<file path="config.mk">
export PLATFORM = sky130hd
export DESIGN_NAME = imm_decode_stage
export DESIGN_NICKNAME = d
export VERILOG_FILES = /design/src/rtl/imm_pkg.sv /design/src/rtl/imm_decode_stage_gen.sv /design/src/rtl/imm_decode_stage.sv
export SDC_FILE = /design/constraint.sdc
export NUM_CORES = 1
export LEC_CHECK = 0
export BUFFER_PORTS_ARGS = -buffer_cell sky130_fd_sc_hd__buf_2
export CAP_MARGIN = 20
export CORE_ASPECT_RATIO = 1.1
export CORE_MARGIN = 5
export CORE_UTILIZATION = 50
export CTS_CLUSTER_SIZE = 10
export DETAILED_ROUTE_END_ITERATION = 10
export MAX_ROUTING_LAYER = met4
export PLACE_DENSITY = 0.84
export SYNTH_ARGS = -nofsm -noshare
export SYNTH_HDL_FRONTEND = slang
export SYNTH_HIERARCHICAL = 1
export SYNTH_SLANG_ARGS = --single-unit
</file>
<file path="constraint.sdc">
create_clock -name clk -period 2.5 [get_ports clk]
set_clock_uncertainty 0.15 [all_clocks]
set_input_delay 0.125 -clock clk [delete_from_list [all_inputs] [get_ports clk]]
set_output_delay 0.125 -clock clk [all_outputs]
set_load 0.02 [all_outputs]
</file>
<file path="src/rtl/imm_pkg.sv">
// Shared definitions for the decode-stage immediate generator:
// immediate format selectors, pipeline occupancy states and the XLEN check.
package imm_pkg;

  // Immediate format selectors carried on in_imm_src; 110 and 111 are reserved.
  localparam logic [2:0] IMM_I = 3'b000;
  localparam logic [2:0] IMM_S = 3'b001;
  localparam logic [2:0] IMM_B = 3'b010;
  localparam logic [2:0] IMM_J = 3'b011;
  localparam logic [2:0] IMM_U = 3'b100;
  localparam logic [2:0] IMM_Z = 3'b101;

  // Occupancy of the stage: nothing held, output register full, output plus skid full.
  typedef enum logic [1:0] {
    ST_EMPTY = 2'b00,
    ST_ONE   = 2'b01,
    ST_TWO   = 2'b10
  } state_t;

  // Only RV32 and RV64 result widths are supported.
  function automatic bit xlen_ok(input int xlen);
    return (xlen == 32) || (xlen == 64);
  endfunction

endpackage

</file>
<file path="src/rtl/imm_decode_stage_gen.sv">
// Purely combinational immediate extractor: picks the fields of instr[31:7]
// for the selected format and sign- or zero-extends them to XLEN bits.
module imm_gen_comb
  import imm_pkg::*;
#(
  parameter int XLEN = 32
) (
  input  logic [31:7]     instr,
  input  logic [2:0]      imm_src,
  output logic [XLEN-1:0] imm,
  output logic            illegal
);

  logic s;
  assign s = instr[31];

  // Format decode; reserved selectors give a zero immediate and raise illegal.
  always_comb begin
    imm     = '0;
    illegal = 1'b0;
    case (imm_src)
      IMM_I: imm = {{(XLEN-12){s}}, instr[31:20]};
      IMM_S: imm = {{(XLEN-12){s}}, instr[31:25], instr[11:7]};
      IMM_B: imm = {{(XLEN-12){s}}, instr[7], instr[30:25], instr[11:8], 1'b0};
      IMM_J: imm = {{(XLEN-20){s}}, instr[19:12], instr[20], instr[30:21], 1'b0};
      // LUI semantics: bit 31 of the 32-bit result is replicated on RV64.
      IMM_U: imm = {{(XLEN-31){s}}, instr[30:12], 12'b0};
      IMM_Z: imm = {{(XLEN-5){1'b0}}, instr[19:15]};
      default: begin
        imm     = '0;
        illegal = 1'b1;
      end
    endcase
  end

endmodule

</file>
<file path="src/rtl/imm_decode_stage.sv">
// Decode-stage immediate generator with valid/ready handshake and a two-entry
// skid buffer (output register + skid register). in_ready comes straight from
// the state register, so it never depends combinationally on out_ready.
module imm_decode_stage
  import imm_pkg::*;
#(
  parameter int XLEN  = 32,
  parameter int TAG_W = 5
) (
  input  logic             clk,
  input  logic             rst,
  input  logic             flush,
  input  logic             in_valid,
  output logic             in_ready,
  input  logic [31:0]      in_instr,
  input  logic [2:0]       in_imm_src,
  input  logic [TAG_W-1:0] in_tag,
  output logic             out_valid,
  input  logic             out_ready,
  output logic [XLEN-1:0]  out_imm,
  output logic [TAG_W-1:0] out_tag,
  output logic             out_illegal
);

  if (!xlen_ok(XLEN)) begin : g_bad_xlen
    $error("imm_decode_stage: XLEN must be 32 or 64");
  end

  // Opcode bits carry no immediate information.
  logic unused_opcode;
  assign unused_opcode = ^in_instr[6:0];

  state_t state_reg;
  state_t state_next;

  logic [XLEN-1:0]  gen_imm;
  logic             gen_illegal;

  logic [XLEN-1:0]  out_imm_reg;
  logic [TAG_W-1:0] out_tag_reg;
  logic             out_illegal_reg;
  logic [XLEN-1:0]  skid_imm_reg;
  logic [TAG_W-1:0] skid_tag_reg;
  logic             skid_illegal_reg;

  logic accept;
  logic pop;
  logic load_out_from_in;
  logic load_out_from_skid;
  logic load_skid;

  imm_gen_comb #(.XLEN(XLEN)) u_gen (
    .instr   (in_instr[31:7]),
    .imm_src (in_imm_src),
    .imm     (gen_imm),
    .illegal (gen_illegal)
  );

  assign accept = in_valid & in_ready;
  assign pop    = out_valid & out_ready;

  // State register; reset wins over everything.
  always_ff @(posedge clk) begin
    if (rst) state_reg <= ST_EMPTY;
    else     state_reg <= state_next;
  end

  // Next-state: flush empties the stage regardless of any same-cycle transfer.
  always_comb begin
    state_next = state_reg;
    if (flush) begin
      state_next = ST_EMPTY;
    end else begin
      case (state_reg)
        ST_EMPTY: if (accept) state_next = ST_ONE;
        ST_ONE: begin
          if (accept && !pop)      state_next = ST_TWO;
          else if (pop && !accept) state_next = ST_EMPTY;
        end
        ST_TWO:   if (pop) state_next = ST_ONE;
        default:  state_next = ST_EMPTY;
      endcase
    end
  end

  // Handshake outputs and datapath load enables derived from the current state.
  always_comb begin
    in_ready           = (state_reg != ST_TWO);
    out_valid          = (state_reg != ST_EMPTY);
    load_out_from_in   = 1'b0;
    load_out_from_skid = 1'b0;
    load_skid          = 1'b0;
    if (!flush) begin
      case (state_reg)
        ST_EMPTY: load_out_from_in = accept;
        ST_ONE: begin
          load_out_from_in = accept && pop;
          load_skid        = accept && !pop;
        end
        ST_TWO:   load_out_from_skid = pop;
        default: ;
      endcase
    end
  end

  // Output and skid registers move only on accept/pop; they hold under backpressure.
  always_ff @(posedge clk) begin
    if (rst) begin
      out_imm_reg      <= '0;
      out_tag_reg      <= '0;
      out_illegal_reg  <= 1'b0;
      skid_imm_reg     <= '0;
      skid_tag_reg     <= '0;
      skid_illegal_reg <= 1'b0;
    end else begin
      if (load_out_from_in) begin
        out_imm_reg     <= gen_imm;
        out_tag_reg     <= in_tag;
        out_illegal_reg <= gen_illegal;
      end else if (load_out_from_skid) begin
        out_imm_reg     <= skid_imm_reg;
        out_tag_reg     <= skid_tag_reg;
        out_illegal_reg <= skid_illegal_reg;
      end
      if (load_skid) begin
        skid_imm_reg     <= gen_imm;
        skid_tag_reg     <= in_tag;
        skid_illegal_reg <= gen_illegal;
      end
    end
  end

  assign out_imm     = out_imm_reg;
  assign out_tag     = out_tag_reg;
  assign out_illegal = out_illegal_reg;

endmodule

</file>
# Word level (Yosys, flattened, before mapping)
# Index checks and enable logic that the tools add are counted.
# W data, S select, Z words.
dict set report totals {
  reg_bits 78
  out_inout_bits 40
  word_cells 51
}
dict set report classes {
  eq_ne 11
  n_mux 19
  bitwise 2
  reduce_logical 12
}
# op count
set ops {}
lappend ops {{$pmux W32 S6} 1}
lappend ops {{$mux W32} 2}
lappend ops {{$mux W5} 2}
lappend ops {{$mux W1} 8}
lappend ops {{$mux W2} 4}
lappend ops {{$eq A3 B2 Y1 const B} 2}
lappend ops {{$eq A3 B3 Y1 const B} 2}
lappend ops {{$ne A2 B2 Y1 const B} 3}
lappend ops {{$pmux W2 S3} 1}
lappend ops {{$reduce_or A6 Y1} 1}
lappend ops {{$reduce_bool A2 Y1} 2}
lappend ops {{$eq A3 B1 Y1 const B} 1}
lappend ops {{$logic_and A1 B1 Y1} 3}
lappend ops {{$logic_not A3 Y1} 1}
lappend ops {{$ne A3 B3 Y1 const B} 1}
lappend ops {{$reduce_and A3 Y1} 1}
lappend ops {{$and A1 B1 Y1} 2}
lappend ops {{$eq A2 B1 Y1 const B} 1}
lappend ops {{$eq A2 B2 Y1 const B} 1}
lappend ops {{$logic_not A1 Y1} 2}
lappend ops {{$logic_not A2 Y1} 1}
lappend ops {{$pmux W1 S2} 1}
lappend ops {{$reduce_or A2 Y1} 1}

# Depth between registers and ports, before layout
dict set report depth {
  depth_word 7
  mapped_depth 10
  mapped_depth_nobuf 7
}

# Cells and area by module
# Netlist, hierarchy kept.
# mod instances cells_each area_each_um2
set by_module_without_submodules {}
lappend by_module_without_submodules {imm_decode_stage 1 379 3374.5}
lappend by_module_without_submodules {imm_gen_comb 1 80 550.5}

# Worst setup path after synthesis
# OpenSTA, ideal clock, no wires.
dict set report synth_timing {
  kind {register to register}
  from {register state_reg[1]}
  to {register out_illegal_reg (netlist: out_illegal)}
  arrival_time_ns 1.870
  setup_slack_ns 0.348
  stages_incl_launch_ff 10
  path_cell_list {dfxtp_1 -> nor2b_1 -> inv_1 -> and2_1 -> ha_1 -> mux2_4 -> buf_6 -> buf_6 -> a32oi_1 -> a21oi_1}
}
dict set report synth_between {
  elab_chain_len 6
  elab_cells_between_ends 14
}
# element line
set synth_rtl {}
lappend synth_rtl {{start, declared} imm_decode_stage.sv:33} ;# state_t state_reg;
lappend synth_rtl {{start signal, assigned} imm_decode_stage.sv:65} ;# else state_reg <= state_next;
lappend synth_rtl {{$ne A2 B2 Y1 *} imm_decode_stage.sv:88} ;# in_ready = (state_reg != ST_TWO);
lappend synth_rtl {{named net in_ready} imm_decode_stage.sv:14} ;# output logic in_ready,
lappend synth_rtl {{$and A1 B1 Y1 *} imm_decode_stage.sv:59} ;# assign accept = in_valid & in_ready;
lappend synth_rtl {{$logic_and A1 B1 Y1} imm_decode_stage.sv:97} ;# load_out_from_in = accept && pop;
lappend synth_rtl {{$pmux W1 S2 *} imm_decode_stage.sv:94} ;# case (state_reg)
lappend synth_rtl {{$mux W1 *} imm_decode_stage.sv:93} ;# if (!flush) begin
lappend synth_rtl {{$mux W1 or $reduce_bool A2 Y1 (tied branches)} -}
lappend synth_rtl {{end signal, assigned} imm_decode_stage.sv:119} ;# out_illegal_reg <= gen_illegal;
lappend synth_rtl {{end signal, assigned} imm_decode_stage.sv:123} ;# out_illegal_reg <= skid_illegal_reg;
lappend synth_rtl {{end, declared} imm_decode_stage.sv:41} ;# logic out_illegal_reg;
# Mark *: on every way through the listed nets, which the timed path passes. The rest lies on a longest branch.
# A chain may end at the register's enable or synchronous reset.

# Final worst setup path
dict set report layout_timing {
  from {register state_reg[1]}
  to {register out_imm_reg[27] (netlist: out_imm[27])}
}
dict set report layout_between {
  elab_chain_len 6
  elab_cells_between_ends 14
}
# element line
set layout_rtl {}
lappend layout_rtl {{$ne A2 B2 Y1 or $reduce_bool A2 Y1 (tied branches)} {imm_decode_stage.sv:88, imm_decode_stage.sv:89}}
lappend layout_rtl {{$and A1 B1 Y1, on equally long branches} {imm_decode_stage.sv:59, imm_decode_stage.sv:60}}
lappend layout_rtl {{$logic_and A1 B1 Y1} imm_decode_stage.sv:97}
lappend layout_rtl {{$pmux W1 S2} imm_decode_stage.sv:94}
lappend layout_rtl {{$mux W1} imm_decode_stage.sv:93}
lappend layout_rtl {{$mux W32 or $reduce_bool A2 Y1 (tied branches)} -}
lappend layout_rtl {{end signal, assigned} imm_decode_stage.sv:117} ;# out_imm_reg <= gen_imm;
lappend layout_rtl {{end signal, assigned} imm_decode_stage.sv:121} ;# out_imm_reg <= skid_imm_reg;
lappend layout_rtl {{end, declared} imm_decode_stage.sv:39} ;# logic [XLEN-1:0] out_imm_reg;
# Several ways; a longest one is shown, not always the timed one.

==> reports/summary.json <==
{
  "floorplan.initialDensity": {"value": 50.42, "unit": "%"},
  "netlist_top_cells_area": {"value": "dfxtp_1 40%, a21oi_1 12%, a32oi_1 8.5%, o211ai_1 7.3%, nand3_1 5.0%"},
  "clk_latency": {"value": 0.35, "unit": "ns"},
  "cellPowerDensity": {"value": 593.3, "unit": "nW/um^2"},
  "critPathCaptureType": {"value": "flop"},
  "post-cts-setup-buffer-count": {"value": 0},
  "vias_per_cell": {"value": 6.455},
  "timing.slew.headroom": {"value": 48.84, "unit": "%"},
  "r2r_slack": {"value": 0.15, "unit": "ns"},
  "worstPathMaxFanout": {"value": 38},
  "design.final.nets": {"value": 555},
  "die_height": {"value": 102.9, "unit": "um"},
  "io_buffer_count": {"value": 77},
  "layout-area-overhead-vs-synth": {"value": 17.85, "unit": "%"},
  "die_area": {"value": 9724, "unit": "um^2"},
  "syn-cell-area": {"value": 3925, "unit": "um^2"},
  "timing_max_transition_violations_final": {"value": 0},
  "synthesized_nets": {"value": 505},
  "drt_drc_violations_left": {"value": 0},
  "drt_pre_antenna_iters": {"value": 5},
  "final-hold-violation-count": {"value": 0},
  "layout_common_cells": {"value": "91 x a21oi_1, 78 x dfxtp_1, 77 x buf_2, 39 x nand3_1, 38 x o211ai_1"},
  "netlist.area_leader.share": {"value": 39.78, "unit": "%"},
  "worst_pin_slew": {"value": 0.7666, "unit": "ns"},
  "global_route_wire_length_before_repair": {"value": 17830, "unit": "um"},
  "critical_path_required": {"value": 2.56, "unit": "ns"},
  "critical_path_class": {"value": "reg2reg"},
  "total_routed_wirelength": {"value": 11350, "unit": "um"},
  "post_synth_inst_count": {"value": 459},
  "drt_first_iter_violations": {"value": 554},
  "synth.avg_cell_area": {"value": 8.551, "unit": "um^2"},
  "final_min_period_over_clock_period": {"value": 94.14, "unit": "%"},
  "fmax": {"value": 424.9, "unit": "MHz"},
  "number_of_antenna_violations_at_the_first_check_in_global_routing": {"value": 0},
  "start_kind": {"value": "flop"},
  "cts_tree": {"value": "done"},
  "reg2reg_from": {"value": "state_reg[1]"},
  "chipWidth": {"value": 94.48, "unit": "um"},
  "holdCritPathClass": {"value": "in2reg"},
  "pin_count_of_the_biggest_net_entering_global_routing": {"value": 44},
  "rsz_0062_raised_after_global_routing": {"value": "no"},
  "worst_ir_drop_vdd": {"value": 0.0003878, "unit": "V"},
  "finish.cell_count_without_fillers": {"value": 622},
  "clock_tree.htree_level_count": {"value": 3},
  "postSynthRegisterBits": {"value": 78},
  "post-route-min-period": {"value": 2.354, "unit": "ns"},
  "dpl.cell_count": {"value": 597},
  "rows": {"value": 34},
  "fillCellCount": {"value": 668},
  "dp_slack": {"value": 0.1402, "unit": "ns"},
  "detail_route.wl_per_cell": {"value": 18.25, "unit": "um"},
  "detailroute.via_count": {"value": 4015},
  "num_io_pins": {"value": 85},
  "power.leakage": {"value": 1.715, "unit": "nW"},
  "first_global_vias": {"value": 3535},
  "outcome": {"value": "finished clean"},
  "power": {"value": 0.002745, "unit": "W"},
  "reg_to_reg_end": {"value": "out_imm[27]"},
  "synth_sequential_area_ratio": {"value": 39.78, "unit": "%"},
  "cts.root.buffer_cell": {"value": "clkbuf_8"},
  "hold_path_startpoint": {"value": "in_instr[21]"},
  "clk_pin_slew_worst_paths": {"value": 0.08, "unit": "ns"},
  "setup_viol": {"value": 0},
  "drive_above_1_share": {"value": 22.96, "unit": "%"},
  "ant_nets": {"value": 0},
  "clock_path_buffers": {"value": 2},
  "total_global_routing_overflow": {"value": 0},
  "worst-r2r-cell-count": {"value": 7},
  "yosys.cell_types.count": {"value": 40},
  "gr-usage-all-layers": {"value": 23.71, "unit": "%"},
  "cts_inserted_buffers": {"value": 9},
  "synth_top_area_cell": {"value": "dfxtp_1"},
  "routabilityCongestion": {"value": 0.8987},
  "postLayoutSetupSlackWorst": {"value": 0.1464, "unit": "ns"},
  "hpwl": {"value": 7207, "unit": "um"},
  "ant_cells": {"value": 0},
  "layout_commonest_cell": {"value": "a21oi_1"},
  "crit_arrival": {"value": 2.41, "unit": "ns"},
  "fin_tns_setup": {"value": 0, "unit": "ns"},
  "critPathLaunch": {"value": "state_reg[1]"},
  "clock_sinks": {"value": 78},
  "worst_setup_path_endpoint": {"value": "out_imm[27]"},
  "core_area": {"value": 7785, "unit": "um^2"},
  "ys_warn_count": {"value": 6},
  "maxCapViolCount": {"value": 0}
}
-- power by group --
| group | internal (W) | total [W] | switching [W] |
|---|---|---|---|
| clock network | 0.000592 | 0.00106 | 0.000468 |
| logic | 0.000144 | 0.000401 | 0.000258 |
| registers | 0.00127 | 0.00128 | 0.0000146 |
-- metrics by stage --
step	area (um^2)	hold WS (ns)	utilization, %
2_1_floorplan	3925	0.05307	-
3_3_place_gp	4284	0.2402	55.03
3_5_place_dp	4284	0.2437	55.03
4_1_cts	4588	0.03065	58.94
5_1_grt	4626	0.04595	59.42
6_report	4626	0.04845	59.42
-- critical path, stage by stage (launching register included) --
cell and delay, ns:
dfxtp_1 0.49, nor2b_2 0.25, inv_1 0.06, and2_1 0.16
ha_1 0.24, mux2_4 0.45, a32oi_1 0.31, a21oi_1 0.09
-- synthesized netlist by cell type --
master	number
a21oi_1	91
dfxtp_1	78
nand3_1	39
a32oi_1	38
o211ai_1	38
o21ai_0	29
buf_2	24
clkbuf_1	21
o21ai_1	14
a21o_1	12
nor2b_1	8
buf_4	7
mux2i_1	7
o22ai_1	7
buf_6	6
nand2_1	5
and2_1	4
nor2_1	4
and3b_1	2
buf_1	2
nand2b_1	2
nor2b_2	2
or2_1	2
a211oi_1	1
a211oi_2	1
a22o_1	1
and2_0	1
and4bb_1	1
ha_1	1
inv_1	1
mux2_4	1
nand3b_1	1
nand4b_1	1
nand4bb_1	1
nor3b_4	1
nor4_1	1
o21a_1	1
o21bai_1	1
or2_2	1
xor2_4	1
-- logic make-up after synthesis --
family                   synth area share, %
multiplexers                           2.168
AND/OR/NAND/NOR                        11.25
XOR/XNOR                              0.7014
buffers and inverters                  8.416
AO/OA/AOI/OAI                          37.36
flip-flops                             39.78
adder cells (fa/ha/maj)               0.3187
-- worst min path at each step --
| stage | endpoint | cells past startpoint |
|---|---|---|
| after global placement | state_reg[1] | 2 |
| after CTS | skid_imm_reg[8] | 4 |
| after detailed placement | state_reg[1] | 2 |
| after global routing | skid_imm_reg[21] | 4 |
| after floorplan | state_reg[1] | 1 |
| final | skid_imm_reg[21] | 4 |
-- final cells by class --
class | count | area (um^2) | area share, %
Sequential cell | 78 | 1562 | 33.76
Clock buffer | 11 | 141.4 | 3.057
Tap cell | 108 | 135.1 | 2.921
Clock inverter | 5 | 82.58 | 1.785
Timing Repair Buffer | 99 | 640.6 | 13.85
Multi-Input combinational cell | 320 | 2061 | 44.55
Inverter | 1 | 3.754 | 0.08115
-- per-layer routing --
metal,vias to the layer above,wire length [um],track usage (%)
met2,219,5459,35.48
met1,1920,4783,31.83
li1,1852,-,-
met4,0,221,7.769
met3,24,889,5.328
met5,-,0,-
-- what timing repair did --
| item | CTS | global route |
|---|---|---|
| gates resized for setup | 0 | 2 |
| setup endpoints to repair | 0 | 2 |
| hold buffers | 8 | 0 |
| hold endpoints to repair | 12 | 0 |
No activity file was read; power rests on OpenSTA's default activity.
